===== config.mk =====
export PLATFORM = sky130hd
export DESIGN_NAME = muldiv_unit
export DESIGN_NICKNAME = d
export VERILOG_FILES = /design/src/rtl/muldiv_pkg.sv /design/src/rtl/muldiv_step.sv /design/src/rtl/muldiv_unit.sv
export SDC_FILE = /design/constraint.sdc
export NUM_CORES = 1
export LEC_CHECK = 0
export CAP_MARGIN = 20
export CELL_PAD_IN_SITES_DETAIL_PLACEMENT = 0
export CELL_PAD_IN_SITES_GLOBAL_PLACEMENT = 2
export CORE_ASPECT_RATIO = 1.2
export CORE_MARGIN = 3
export CORE_UTILIZATION = 34
export DETAILED_ROUTE_END_ITERATION = 6
export DONT_BUFFER_PORTS = 1
export MAX_ROUTING_LAYER = met4
export PLACE_DENSITY_LB_ADDON = 0.15
export SETUP_SLACK_MARGIN = 0.02
export SYNTH_ARGS = -nofsm -noshare
export SYNTH_HDL_FRONTEND = slang
export SYNTH_SLANG_ARGS = --single-unit

===== constraint.sdc =====
create_clock -name clk -period 2.9 [get_ports clk]
set_clock_uncertainty 0.1 [all_clocks]
set_input_delay 0.435 -clock clk [delete_from_list [all_inputs] [get_ports clk]]
set_output_delay 0.435 -clock clk [all_outputs]
set_load 0.01 [all_outputs]

===== src/rtl/muldiv_pkg.sv =====
// Shared encodings for the HI/LO multiply/divide unit.
// Latency: none (definitions only).
// Backpressure: none (definitions only).
package muldiv_pkg;

    localparam logic [1:0] OP_MULT  = 2'b00;
    localparam logic [1:0] OP_MULTU = 2'b01;
    localparam logic [1:0] OP_DIV   = 2'b10;
    localparam logic [1:0] OP_DIVU  = 2'b11;

    typedef enum logic [1:0] {
        ST_IDLE = 2'd0,
        ST_CALC = 2'd1,
        ST_FIX  = 2'd2
    } state_t;

    function automatic int cnt_w(input int width);
        return $clog2(width + 1);
    endfunction

endpackage


===== src/rtl/muldiv_step.sv =====
// One radix-2 iteration: shift-add for multiply, restoring subtract for divide.
// Latency: combinational.
// Backpressure: none; the caller registers the result every CALC cycle.
module muldiv_step #(
    parameter int WIDTH = 32
) (
    input  logic                 div_mode,
    input  logic [2*WIDTH-1:0]   part,
    input  logic [WIDTH-1:0]     opnd,
    output logic [2*WIDTH-1:0]   nxt,
    output logic                 qbit
);

    logic [WIDTH:0] sum;
    logic [WIDTH:0] rem_sh;
    logic [WIDTH:0] diff;

    always_comb begin
        sum    = {1'b0, part[2*WIDTH-1:WIDTH]} + (part[0] ? {1'b0, opnd} : '0);
        // remainder shifted left with the next dividend bit pulled in
        rem_sh = part[2*WIDTH-1:WIDTH-1];
        diff   = rem_sh - {1'b0, opnd};
        qbit   = 1'b0;
        nxt    = {sum, part[WIDTH-1:1]};
        if (div_mode) begin
            qbit = (rem_sh >= {1'b0, opnd});
            nxt  = {(qbit ? WIDTH'(diff) : WIDTH'(rem_sh)), part[WIDTH-2:0], 1'b0};
        end
    end

endmodule


===== src/rtl/muldiv_unit.sv =====
// Iterative MULT/MULTU/DIV/DIVU unit owning HI/LO, one radix-2 step per clock.
// Latency: busy for WIDTH+1 cycles after launch, done pulse and new HI/LO after edge WIDTH+2.
// Backpressure: stall_o holds dependent/new instructions while busy; start while busy is dropped.
module muldiv_unit
    import muldiv_pkg::*;
#(
    parameter int WIDTH = 32
) (
    input  logic             clk,
    input  logic             rst_n,
    input  logic             start,
    input  logic [1:0]       op,
    input  logic [WIDTH-1:0] rs_val,
    input  logic [WIDTH-1:0] rt_val,
    input  logic             hi_we,
    input  logic             lo_we,
    input  logic [WIDTH-1:0] wdata,
    input  logic             mf_req,
    input  logic             flush,
    output logic [WIDTH-1:0] hi,
    output logic [WIDTH-1:0] lo,
    output logic             busy,
    output logic             done,
    output logic             stall_o
);

    localparam int CW = cnt_w(WIDTH);

    state_t             state, state_nxt;
    logic               launch;
    logic [CW-1:0]      cnt;
    logic [2*WIDTH-1:0] part;
    logic [2*WIDTH-1:0] step_nxt;
    logic               step_q;
    logic [WIDTH-1:0]   opnd;
    logic               is_div, neg_res, neg_rem, div0;

    logic               op_div, op_signed, sgn_a, sgn_b;
    logic [WIDTH-1:0]   mag_a, mag_b;
    logic [2*WIDTH-1:0] prod;
    logic [WIDTH-1:0]   res_hi, res_lo;
    logic               wr_ok, fix_wr;

    assign op_div    = (op == OP_DIV) || (op == OP_DIVU);
    assign op_signed = (op == OP_MULT) || (op == OP_DIV);
    assign sgn_a     = op_signed & rs_val[WIDTH-1];
    assign sgn_b     = op_signed & rt_val[WIDTH-1];
    assign mag_a     = sgn_a ? -rs_val : rs_val;
    assign mag_b     = sgn_b ? -rt_val : rt_val;

    assign wr_ok   = (state == ST_IDLE) && !start;
    assign fix_wr  = (state == ST_FIX) && !flush;
    assign stall_o = busy & (mf_req | start | hi_we | lo_we);

    always_comb begin
        state_nxt = state;
        launch    = 1'b0;
        case (state)
            ST_IDLE: if (start) begin
                state_nxt = ST_CALC;
                launch    = 1'b1;
            end
            ST_CALC: if (cnt == CW'(WIDTH - 1)) state_nxt = ST_FIX;
            ST_FIX:  state_nxt = ST_IDLE;
            default: state_nxt = ST_IDLE;
        endcase
        if (flush) begin
            state_nxt = ST_IDLE;
            launch    = 1'b0;
        end
    end

    always_ff @(posedge clk) begin
        if (!rst_n) state <= ST_IDLE;
        else        state <= state_nxt;
    end

    muldiv_step #(.WIDTH(WIDTH)) u_step (
        .div_mode (is_div),
        .part     (part),
        .opnd     (opnd),
        .nxt      (step_nxt),
        .qbit     (step_q)
    );

    // Magnitudes are corrected here; a zero divisor leaves rem = |dividend|,
    // so the signed remainder restores rs_val and only LO needs forcing.
    always_comb begin
        prod   = neg_res ? -part : part;
        res_hi = prod[2*WIDTH-1:WIDTH];
        res_lo = prod[WIDTH-1:0];
        if (is_div) begin
            res_hi = neg_rem ? -part[2*WIDTH-1:WIDTH] : part[2*WIDTH-1:WIDTH];
            res_lo = div0 ? '1 : (neg_res ? -part[WIDTH-1:0] : part[WIDTH-1:0]);
        end
    end

    always_ff @(posedge clk) begin
        if (!rst_n) begin
            hi      <= '0;
            lo      <= '0;
            busy    <= 1'b0;
            done    <= 1'b0;
            cnt     <= '0;
            part    <= '0;
            opnd    <= '0;
            is_div  <= 1'b0;
            neg_res <= 1'b0;
            neg_rem <= 1'b0;
            div0    <= 1'b0;
        end else begin
            done <= 1'b0;
            busy <= (state_nxt != ST_IDLE);
            if (launch) begin
                cnt     <= '0;
                is_div  <= op_div;
                neg_res <= sgn_a ^ sgn_b;
                neg_rem <= sgn_a;
                div0    <= op_div && (rt_val == '0);
                part    <= {{WIDTH{1'b0}}, (op_div ? mag_a : mag_b)};
                opnd    <= op_div ? mag_b : mag_a;
            end else if (state == ST_CALC) begin
                part <= step_nxt | {{(2*WIDTH-1){1'b0}}, step_q};
                cnt  <= cnt + CW'(1);
            end
            if (fix_wr) begin
                hi   <= res_hi;
                lo   <= res_lo;
                done <= 1'b1;
            end else if (wr_ok) begin
                if (hi_we) hi <= wdata;
                if (lo_we) lo <= wdata;
            end
        end
    end

endmodule


# ---- Word level (Yosys, flattened, before mapping)
# Index checks and enable logic that the tools add are counted.
dict set report classes {
  n_lt_le_gt_ge 1
  mux 30
  n_reduce_logical 18
  eq_ne 5
  add_sub_neg 8
  n_bitwise 9
}
# cell n
set ops {}
lappend ops {{two-way mux 32 bit} 19}
lappend ops {{two-way mux 64 bit} 2}
lappend ops {{negation 32 bit} 4}
lappend ops {{negation 64 bit} 1}
lappend ops {{OR 64 x 1 -> 64 bit} 1}
lappend ops {{adder 32 x 32 -> 33 bit} 1}
lappend ops {{>= comparator 33 x 32 -> 1 bit} 1}
lappend ops {{zero test 32 bit} 1}
lappend ops {{subtractor 32 bit} 1}
lappend ops {{nonzero test 2 bit} 5}
lappend ops {{adder 6 x 1 -> 6 bit, second input constant} 1}
lappend ops {{equality test 2 bit, second input constant} 3}
lappend ops {{equality test 6 x 5 -> 1 bit, second input constant} 1}
lappend ops {{two-way mux 2 bit} 3}
lappend ops {{two-way mux 1 bit} 5}
lappend ops {{zero test 2 bit} 2}
lappend ops {{case mux 2 bit (2 select lines)} 1}
lappend ops {{AND reduction 2 bit} 2}
lappend ops {{bitwise AND 1 bit} 3}
lappend ops {{logical AND 1 bit} 3}
lappend ops {{OR 1 bit} 3}
lappend ops {{equality test 2 x 1 -> 1 bit, second input constant} 1}
lappend ops {{zero test 1 bit} 2}
lappend ops {{logical OR 1 bit} 2}
lappend ops {{other kinds (3)} 3}
dict set report word_totals {
  input_bits 105
  reg_bits 174
  elab_cells 84
  output_inout_bits 67
}

# ---- Longest topological paths before layout
dict set report logic_depth {
  depth_word 6
  ltp_mapped 15
  ltp_nobuf 14
}

# ---- Hierarchy
# A second synthesis with hierarchy kept.
dict set report hier_totals {
  cells_unflattened 2153
  area_unflattened_um2 15647.5
}
# module instances area_per_inst_um2 cells_per_inst
set modules_own_cells {}
lappend modules_own_cells {muldiv_unit 1 10918.0 1473}
lappend modules_own_cells {muldiv_step 1 4729.5 680}

# ---- Worst setup path before layout
# Ideal clock, no wire load.
dict set report synth_path {
  path_kind {register to register}
  start {register part[50]}
  end {register part[42]}
  required_ps 2668
  path_buffers 2
  setup_ps 132
  path_stages_with_launch 13
  synth_period_minus_slack_ps 3272
  slack_ps -372
  arrival_time_ps 3040
  cell_sequence {dfxtp_1 -> ha_1 -> clkbuf_1 -> and3_1 -> a221o_1 -> and4_1 -> a2111oi_2 -> o211ai_2 -> and2_1 -> buf_2 -> mux2_2 -> o21ai_0 -> a21oi_1}
}
dict set report synth_between {
  elab_chain_cells 4
}
# item line
set synth_lines {}
lappend synth_lines {{start: declaration} muldiv_unit.sv:32} ;# logic [2*WIDTH-1:0] part;
lappend synth_lines {{start signal: assignment} muldiv_unit.sv:120} ;# part <= {{WIDTH{1'b0}}, (op_div ? mag_a : mag_b)};
lappend synth_lines {{start signal: assignment} muldiv_unit.sv:123} ;# part <= step_nxt | {{(2*WIDTH-1){1'b0}}, step_q};
lappend synth_lines {{>= comparator 33 x 32 -> 1 bit} muldiv_step.sv:26} ;# qbit = (rem_sh >= {1'b0, opnd});
lappend synth_lines {{two-way mux 32 bit} muldiv_step.sv:27} ;# nxt = {(qbit ? WIDTH'(diff) : WIDTH'(rem_sh)), part[WIDTH-2:0], 1'b0};
lappend synth_lines {{two-way mux 64 bit} muldiv_step.sv:25} ;# if (div_mode) begin
lappend synth_lines {{OR 64 x 1 -> 64 bit} muldiv_unit.sv:123}
# Every way passes these cells.
# A chain may end at the register's enable or synchronous reset.

# ---- Worst setup path after layout
dict set report layout_path {
  start {register part[0]}
  end {register part[50]}
}
dict set report layout_between {
  elab_chain_cells 4
}
# item line
set layout_lines {}
lappend layout_lines {{two-way mux 32 bit} muldiv_step.sv:19} ;# sum = {1'b0, part[2*WIDTH-1:WIDTH]} + (part[0] ? {1'b0, opnd} : '0);
lappend layout_lines {{adder 32 x 32 -> 33 bit} muldiv_step.sv:19}
lappend layout_lines {{two-way mux 64 bit} muldiv_step.sv:25}
lappend layout_lines {{OR 64 x 1 -> 64 bit} muldiv_unit.sv:123}
# Every way passes these cells.

==> key figures <==
STA
  – Fin Hold WS: around 0.024 ns
  – Tmin final: 3.08 ns
  – Slew Limit Fails: 0
  – Final Hold Fails: 0
  – Period Utilization, post-route: 1.06
  – Worst slew margin: 0.491
  – # setup viols final: 24
  – Slew @ Worst Pin: 0.764 ns
  – Max frequency: 324 MHz
  – RSZ-0062 raised after global routing: yes
  – Final WS setup: -0.184 ns

GRT
  – First-pass GRT wire length: 97,800 um
  – Global Route met1 Usage: 0.333
  – Grt met2 use: 0.460
  – Grt met3 use: 0.0539
  – GRT Residual Overflow: 0
  – Initial antenna violation count: 0
  – Global route hottest layer: met2
  – Largest net degree at the start of global routing: 130
  – Overall Global Routing Usage: 0.283
  – Vias in the first global route: 15,900

Outcome
  – Status: complete, but fails checks
  – Violated checks: setup timing

Floorplanning
  – Die H: 237 um
  – Initial Util: 0.344
  – Io pins: 172
  – Core Box Area: 43,900 um2
  – Die width: 199 um
  – DIE AREA: 47,000 um2
  – Row Count: 84

Synthesis
  – Sequential-to-total area share from yosys stat: 0.230
  – Post-Syn Nets: 2,262
  – Synth Area per Inst: just over 7 um2
  – Post-synth EDFFs: 0
  – Asr flop ratio synth: 0
  – Flops & latches, synth: around 170
  – Syn Inst Count: about 2,100
  – Post-Synthesis Cell Area: 15,100 um2
  – Yosys warns: 0
  – Yosys cell types: 78
  – Main synth FF type: dfxtp_1

Placement
  – Final HPWL from detailed placement: about 52,000 um
  – Number of port buffers: 0
  – Dpl cells: approximately 2,900
  – Gpl congestion: 0.999

CTS
  – CTS root buffer: clkbuf_16
  – TritonCTS Buffers: 17
  – Clock transition at path regs: 0.08 ns
  – Clock Latency Late Sink: 0.47 ns
  – CTS tree: built
  – CTS H-tree depth: 4
  – Max clock buf depth: 2
  – # clock sinks: 174

Flow run
  – Max Cap Viol: 0

Critical path
  – WS Path Type: register to register
  – Crit. Startpoint: part[0]
  – R2R Path Start: part[0]
  – Cell Chain, Critical Path: inv_8 -> nor2_4 -> ha_4 -> buf_6 -> a21o_1 -> a2111o_1 -> a21oi_4 -> o211ai_1 -> a21oi_2 -> o221ai_2 -> xnor2_2 -> mux2_4 -> a21oi_2
  – FF-to-FF setup slack: -0.18 ns
  – Reg-to-Reg End: part[50]
  – Startpoint types: register
  – Req. time, crit path: around 3.2 ns
  – CP arrival: 3.38 ns
  – Critical Path Max Stage Delay: 0.46 ns
  – Crit Path Max Fanout: 5
  – Slowest CP cell: a2111o_1
  – Critical Path End Type: register
  – Worst Setup EP: part[50]
  – Worst R2R Path Depth: 13
  – Critical Path Most Common Cell: a21oi_2

Routing
  – Vias: 16,700
  – Post-route DRC violation count: 0
  – Wirelength per Cell: 22.7 um
  – 1st-pass router iterations: 5
  – Drt first-iter violations: 1,063
  – DR vias/cell: 5.63
  – Post-DRT Antenna Nets: 0
  – Routed wire length: 67,400 um

Cells and area
  – Commonest non-fill, non-tap cell in the layout: buf_4
  – Layout area overhead: 36.5%
  – Commonest non-fill, non-tap cells in the layout: 396 x buf_4, 245 x nand2_1, 190 x nor2_1
  – Final nets: 2,569
  – Finished Layout Cells: between 2,000 and 3,000
  – Layout cells sized above 1: 0.298

Power and ir drop
  – Total Power: 8.87 mW
  – Power Dens Cells: about 430 nW/um2
  – Peak supply drop: 0.000456 V
  – Leak Pwr: 8.98 nW

Worst hold path
  – Min-delay worst type: input port to register
==> critical path, delay by kind of cell, from the launching register on <==
kind,cells,cell delay [ns]
AOI/OAI and AO/OA,7,1.53
xor gates and xnor gates,1,0.18
adders and majority gates,1,0.23
buffers and inverters,2,0.17
DFF,1,0.40
muxes,1,0.28
and+or+nand+nor,1,0.13
==> metrics by stage <==
step / utilization / TNS (ns) / area, um2 / setup slack (ns)
5_1_grt: 0.470 / -5.72 / 20600 / -0.294
2_1_floorplan: - / -0.317 / 15300 / -0.0617
3_5_place_dp: 0.418 / -9.42 / 18400 / -0.438
6_report: 0.470 / -1.88 / 20600 / -0.184
3_3_place_gp: 0.418 / -8.04 / 18400 / -0.427
4_1_cts: 0.451 / -1.31 / 19800 / -0.152
==> layer usage <==
layer  part of all wire  vias to the layer above
met1               0.41                     7984
li1                   -                     8089
met2               0.48                      512
met3              0.060                      127
met5                  0                        -
met4              0.056                        0
==> cells by family (layout without fill, tap and decap cells) <==
logic type / Yosys count / in the layout / synth area share
DFF: 174 / 174 / 0.230
muxes: 81 / 81 / 0.0554
xor gates and xnor gates: 175 / 175 / 0.101
and+or+nand+nor: 722 / 725 / 0.220
other: 0 / 3 / 0
AOI/OAI and AO/OA: 645 / 645 / 0.278
buffers and inverters: 218 / 535 / 0.0553
adders and majority gates: 71 / 71 / 0.0597
==> area by class of cell <==
type	instances	area, um2
Timing Repair Buffer	430	3470
Clock inverter	14	165
Clock buffer	18	439
Tap cell	559	699
Fill cell	4435	23300
Multi-Input combinational cell	1697	12000
Sequential cell	174	3530
Inverter	73	284
Antenna cell	3	7.51
==> worst min-delay path by stage <==
| stage | depth (start not counted) | from | slack (ns) | endpoint |
|---|---|---|---|---|
| finish | 2 | wdata[0] | 0.02 | lo[0] |
| global route | 2 | wdata[1] | 0.01 | lo[1] |
| CTS | 2 | op[1] | 0.003 | is_div |
| detailed placement | 2 | opnd[4] | 0.36 | opnd[4] |
| global placement | 2 | opnd[4] | 0.36 | opnd[4] |
| floorplan | 2 | opnd[1] | 0.34 | opnd[1] |
==> flip-flops by register name (all words and copies together) (netlist names), 2 cells and up <==
name   flops
cnt        6
hi        32
lo        32
opnd      32
part      64
state      2
==> power breakdown <==
part | switching, mW | internal, mW
sequential | 0.123 | 2.52
combinational | 2.03 | 1.77
clock | 1.25 | 1.19
total | 3.40 | 5.47
==> Yosys cell counts, types with 44 or more instances <==
library cell	instances	share of area
clkbuf_1	130	0.032
ha_1	69	0.057
nand3_1	65	0.022
a21oi_1	184	0.061
o21a_1	44	0.022
dfxtp_1	174	0.23
xnor2_1	93	0.054
mux2i_1	59	0.039
nor2_1	210	0.052
o21ai_0	124	0.041
a211oi_1	59	0.029
xor2_1	82	0.047
nand2_1	254	0.063
inv_1	73	0.018
==> what timing repair did <==
action | 4_1_cts | 5_1_grt
cloned | 4 | 1
buffers inserted | 26 | 26
hold endpoints to repair | 10 | 0
resized for setup | 138 | 164
pin swaps | 65 | 102
hold buffers | 2 | 0
setup endpoints to repair | 44 | 59
Note: power is estimated with default switching activity, not from simulation.
